--- src/rtl/hilo_bank.sv ---
// hilo_bank: HI/LO register pair with per-half forwarding, MDU pending tracking and EX read stall
module hilo_bank #(
  parameter int XLEN     = 32,
  parameter int NFWD     = 2,
  parameter int MAX_PEND = 3,
  parameter int PW       = 2
) (
  input  logic                   clk,
  input  logic                   reset,
  input  logic [2*NFWD-1:0]      fwd_we,
  input  logic [2*XLEN*NFWD-1:0] fwd_data,
  input  logic [1:0]             wb_we,
  input  logic [2*XLEN-1:0]      wb_data,
  input  logic                   md_issue,
  input  logic                   md_done,
  input  logic [1:0]             md_we,
  input  logic [2*XLEN-1:0]      md_data,
  input  logic                   flush,
  input  logic                   rd_req,
  output logic [2*XLEN-1:0]      rd_data,
  output logic                   rd_stall,
  output logic [PW-1:0]          pend_cnt,
  output logic                   pend_err
);
  logic [XLEN-1:0] hi_q, lo_q, hi_d, lo_d, rd_hi, rd_lo;
  logic [PW-1:0]   cnt_q, cnt_d;
  logic            err_q, err_d;
  logic            cnt_zero, cnt_full, done_acc, issue_acc;
  assign cnt_zero  = cnt_q == '0;
  assign cnt_full  = cnt_q == PW'(MAX_PEND);
  assign done_acc  = md_done && !cnt_zero && !flush;
  assign issue_acc = md_issue && !cnt_full && !flush;
  // Next register state per half: WB overrides an accepted MDU result, otherwise hold
  always_comb begin
    hi_d  = wb_we[1] ? wb_data[2*XLEN-1:XLEN] : (done_acc && md_we[1]) ? md_data[2*XLEN-1:XLEN] : hi_q;
    lo_d  = wb_we[0] ? wb_data[XLEN-1:0] : (done_acc && md_we[0]) ? md_data[XLEN-1:0] : lo_q;
    cnt_d = flush ? '0 : cnt_q + PW'(issue_acc) - PW'(done_acc);
    err_d = err_q || (!flush && ((md_issue && cnt_full) || (md_done && cnt_zero)));
  end
  // Read mux: youngest enabled forwarding stage wins, else the WB/MDU/register chain
  always_comb begin
    rd_hi = hi_d;
    rd_lo = lo_d;
    for (int i = NFWD - 1; i >= 0; i--) begin
      if (fwd_we[2*i+1]) rd_hi = fwd_data[2*XLEN*i+XLEN +: XLEN];
      if (fwd_we[2*i]) rd_lo = fwd_data[2*XLEN*i +: XLEN];
    end
  end
  // Architectural state, pending count and sticky error
  always_ff @(posedge clk) begin
    if (reset) begin
      hi_q  <= '0;
      lo_q  <= '0;
      cnt_q <= '0;
      err_q <= 1'b0;
    end else begin
      hi_q  <= hi_d;
      lo_q  <= lo_d;
      cnt_q <= cnt_d;
      err_q <= err_d;
    end
  end
  assign rd_data  = {rd_hi, rd_lo};
  assign rd_stall = rd_req && !cnt_zero && !(cnt_q == PW'(1) && md_done && !flush);
  assign pend_cnt = cnt_q;
  assign pend_err = err_q;
endmodule

--- config.mk ---
export PLATFORM = sky130hd
export DESIGN_NAME = hilo_bank
export DESIGN_NICKNAME = d
export VERILOG_FILES = /design/src/rtl/hilo_bank.sv
export SDC_FILE = /design/constraint.sdc
export NUM_CORES = 1
export LEC_CHECK = 0
export ABC_AREA = 0
export CAP_MARGIN = 20
export CORE_AREA = 2 2 131 133
export DETAILED_ROUTE_END_ITERATION = 7
export DIE_AREA = 0 0 133 135
export PLACE_DENSITY = 0.82
export SYNTH_ARGS = -nofsm -noshare
export SYNTH_HDL_FRONTEND = slang
export SYNTH_SLANG_ARGS = --single-unit
--- constraint.sdc ---
create_clock -name clk -period 1.8 [get_ports clk]
set_clock_uncertainty 0.15 [all_clocks]
set_input_delay 0.36 -clock clk [delete_from_list [all_inputs] [get_ports clk]]
set_output_delay 0.36 -clock clk [all_outputs]
set_load 0.05 [all_outputs]
==> results <==
- The fraction of layout instances using a drive strength above 1 is 45.3%.
- Static timing analysis puts the maximum clock frequency at 406 MHz.
- The minimum setup slack after placement is -985 ps.
- In this run the deepest clock path goes through 2 buffers.
- The clock insertion delay at the later pin of the skew report is 330 ps.
- Max-cap violations in this run came to 0.
- Clock tree synthesis selected as its root buffer the cell clkbuf_16.
- The overall via count from detail_route is 6,562.
- The maximum VDD drop is 0.393 mV.
- The final critical delay including setup and external delays is 2460 ps.
- Dividing the final minimum period by the clock period gives 137%.
- Summed over all layers, the global routing overflow is 0.
- The clock sink count is 67.
- The remaining antenna violation count after routing is 0.
- Fill cells in the final layout number 937.
- Dividing total power by cell area gives a power density of 517 nW/um^2.
- After routing the design area is 12,700 um^2.
- The starting DRC count in detailed routing is 235.
- The largest fanout on the critical path is 7.
- The type of origin of the critical path is a flop.
- For the pin with the worst max-slew slack, the measured transition is 556 ps.
- The post-synthesis area per instance is 9.21 um^2.
- The floorplan step defined a die boundary enclosing 18,000 um^2.
- The area growth from synthesis to layout is 152%.
- The family of cells with the greatest summed delay on the critical path is buffers and inverters.
- Counting instances in the post-synthesis netlist gives the leading cell types as dfxtp_1 (67), nor2_1 (66), a22oi_1 (62).
- Dividing the detail-routed via count by the number of cells gives 5.50.
- The total leakage power is 4.92 nW.
- The run finished, with violations left.
- The number of failing hold endpoints at the final stage is 0.
- The placed standard-cell area is 10,500 um^2.
- Ranked by total cell area, the synthesized netlist is headed by dfxtp_1 (27%), a221oi_2 (18%), nor4b_2 (11%), a22oi_1 (9.2%), nor2b_1 (7.4%).
- The type of the tightest min-delay check is input pin to flop.
- The final wirelength is 28,200 um.
- The horizontal die dimension is 133 um.
- The total chip power is 6.58 mW.
- The hold path startpoint is flush.
- The nature of the critical path endpoint is a primary output.
- The synthesized design contains 0 enable-type register cells.
- During synthesis, Yosys emitted a total of 0 warnings.
- The number of levels the H-tree was split into is 3.
- The max-slew violation count is 0.
- dfxtp_1 is the most common cell in the netlist.
- The biggest area consumer among synthesized cells is dfxtp_1.
- The hold-critical path endpoint is pend_cnt[0].
- TritonCTS built the clock tree.
- The global-route usage over all layers is 28.8%.
- Setup repair after global routing could not meet its margin everywhere.
- The net count after synthesis is 820.
- At the worst endpoint, the required time is 1290 ps.
- The worst hold-check slack is 43.8 ps.
- The number of optimization iterations in the first detailed-route pass is 4.
- The synthesized instance count is 548.
- Detailed placement ended at an HPWL of 17,400 um.
- The multi-input combinational cell area is 5510 um^2.
- The largest net degree at the start of global routing is 35.
- STA puts the critical path data arrival time at 1950 ps.
- The worst setup path is of the flop to primary output kind.
- The core area is 16,400 um^2.
- In this design, the critical path's most frequently occurring cell is buf_12.
- For this run, the leading register cell type out of synthesis is dfxtp_1.
- The die height is 135 um.
- Walking the worst path, the cells encountered are nor2_4 > buf_12 > buf_12 > buf_16 > nor4b_4 > a221oi_4 > o21ai_4 > buf_6.
- The flip-flop and latch area is 1350 um^2.
- The hold-critical path depth is 2.
- The source of the worst register-to-register timing path is pend_cnt[0].
- The final reports fail on negative setup slack.
- The master of the slowest instance on the critical path is dfxtp_4.
- After clock tree synthesis, the clock-pin slew on the worst setup and hold paths is 60 ps.
- The weighted congestion reported at the end of routability-driven placement is 0.826.
- Summing every instance area after synthesis gives 5050 um^2.
- The depth of the worst register-to-register path is 12.
- Pin placement for this block handled 338 I/O pins.
- The worst pin sits at a relative slew slack of 62.9%.
- The synthesized design contains 67 register bits.
- The via count of the first global-routing pass is 7,144.
- The sum of negative setup slack is -36,510 ps.
- The number of buffers and inverters on the critical path is 4.
- After detailed routing, the number of remaining DRC violations is 0.
- The number of buffers created by CTS is 9.
- The proportion of register bits with asynchronous set or reset after synthesis is 0%.
- The wire length of the first global-routing pass is 39,700 um.
- The critical path's largest stage delay is 360 ps.
- The end of the worst register-to-register path is pend_cnt[1].
- Setup violations remaining at the end of the flow were counted as 69.
- After detailed routing, the average wire length per cell comes to 23.6 um.
- After clock tree synthesis, the flow added hold-fix buffers numbering 0.
- Across all setup checks in the final design, the least slack found is -664 ps.
- The register-to-register path setup slack is -310 ps.
- The fraction of post-synthesis cell area in the top cell type by area is 26.6%.
- The initial antenna violation count was 1.
- The proportion of synthesized chip area in sequential cells is 26.6%.
- The netlist uses 31 different library cells.
- The effective utilization at floorplan is 30.8%.
- The number of nets in the layout is 1,240.
- The floorplan has 47 rows.
- Input and output buffers added on the ports amount to 337.
## worst reg2reg max path, stage by stage, from the launching register on
cell and delay (ps):
dfxtp_4 350, nor2_4 120, buf_12 140, buf_12 120, buf_16 150, buf_6 120
nor2_4 40, ha_4 260, inv_2 40, ha_4 150, xor2_2 140, xnor2_1 130
nor3_1 140
## metal layers
layer	share of wire (%)	wire length (um)	track usage [%]	vias up
li1	-	-	-	2963
met3	6.6	1860	6.72	90
met1	34	9560	28.2	3186
met2	54	15300	56.0	323
met5	0	0	0	-
met4	5.3	1490	15.5	0
## power by group
group	leakage, nW	internal, mW	switching (mW)
clock	0.137	1.01	0.664
combinational	4.23	1.70	1.64
sequential	0.554	1.56	0.0189
## logic make-up after synthesis
logic type / share of synthesized area, %
adder cells (fa/ha/maj): 0.496
AND/OR/NAND/NOR: 31.4
AO/OA/AOI/OAI: 34.7
flip-flops: 26.6
XOR/XNOR: 0.347
buffers and inverters: 6.54
## cell type report
cell class | count | share of cell area, %
diodes | 1 | 0.0196
clock buffers | 14 | 2.07
clock inverters | 2 | 0.0786
inverters | 1 | 0.0295
multi-input cells | 413 | 43.3
flip-flops and latches | 67 | 10.6
well taps | 220 | 2.16
repair buffers | 476 | 41.8
## how the worst max path moves through the flow
stage,endpoint,startpoint,slack [ps],cells after the start
final,rd_data[32],pend_cnt[0],-660,8
after global placement,rd_data[31],flush,-920,8
after CTS,rd_data[32],pend_cnt[0],-640,7
after floorplan,rd_data[34],pend_cnt[0],-230,6
after global routing,rd_data[32],pend_cnt[0],-740,8
after detailed placement,rd_data[30],md_done,-990,7
## cell usage in the layout, fill, tap and decap left out, types with 3 or more instances in the layout
cell type	instances
a221oi_2	14
a221oi_4	50
a22oi_1	62
and2b_1	8
buf_12	47
buf_16	7
buf_2	4
buf_4	85
buf_6	54
buf_8	11
clkbuf_1	3
clkbuf_16	11
clkdlybuf4s50_1	261
dfxtp_1	65
nand2_1	6
nand2b_4	3
nor2_1	63
nor2b_1	56
nor4b_2	3
nor4b_4	61
o21ai_4	60
or2_4	3
## state kept, by name (all words and copies together) (netlist names)
signal and count:
pend_cnt 2, pend_err 1, lo_q 32, hi_q 32
## through the flow
stage	util [%]	std cells
2_1_floorplan	-	548
3_3_place_gp	64.2	1143
3_5_place_dp	64.2	1143
4_1_cts	73.9	1187
5_1_grt	77.6	1194
6_report	77.6	1194
## repair_timing
action	CTS	global route
resized for setup	145	74
setup endpoints to repair	131	76
buffers inserted	21	19
endpoints found under the hold margin	0	0
pin swaps	25	90
gates cloned	11	2
Power figures use the tool's default switching activity.
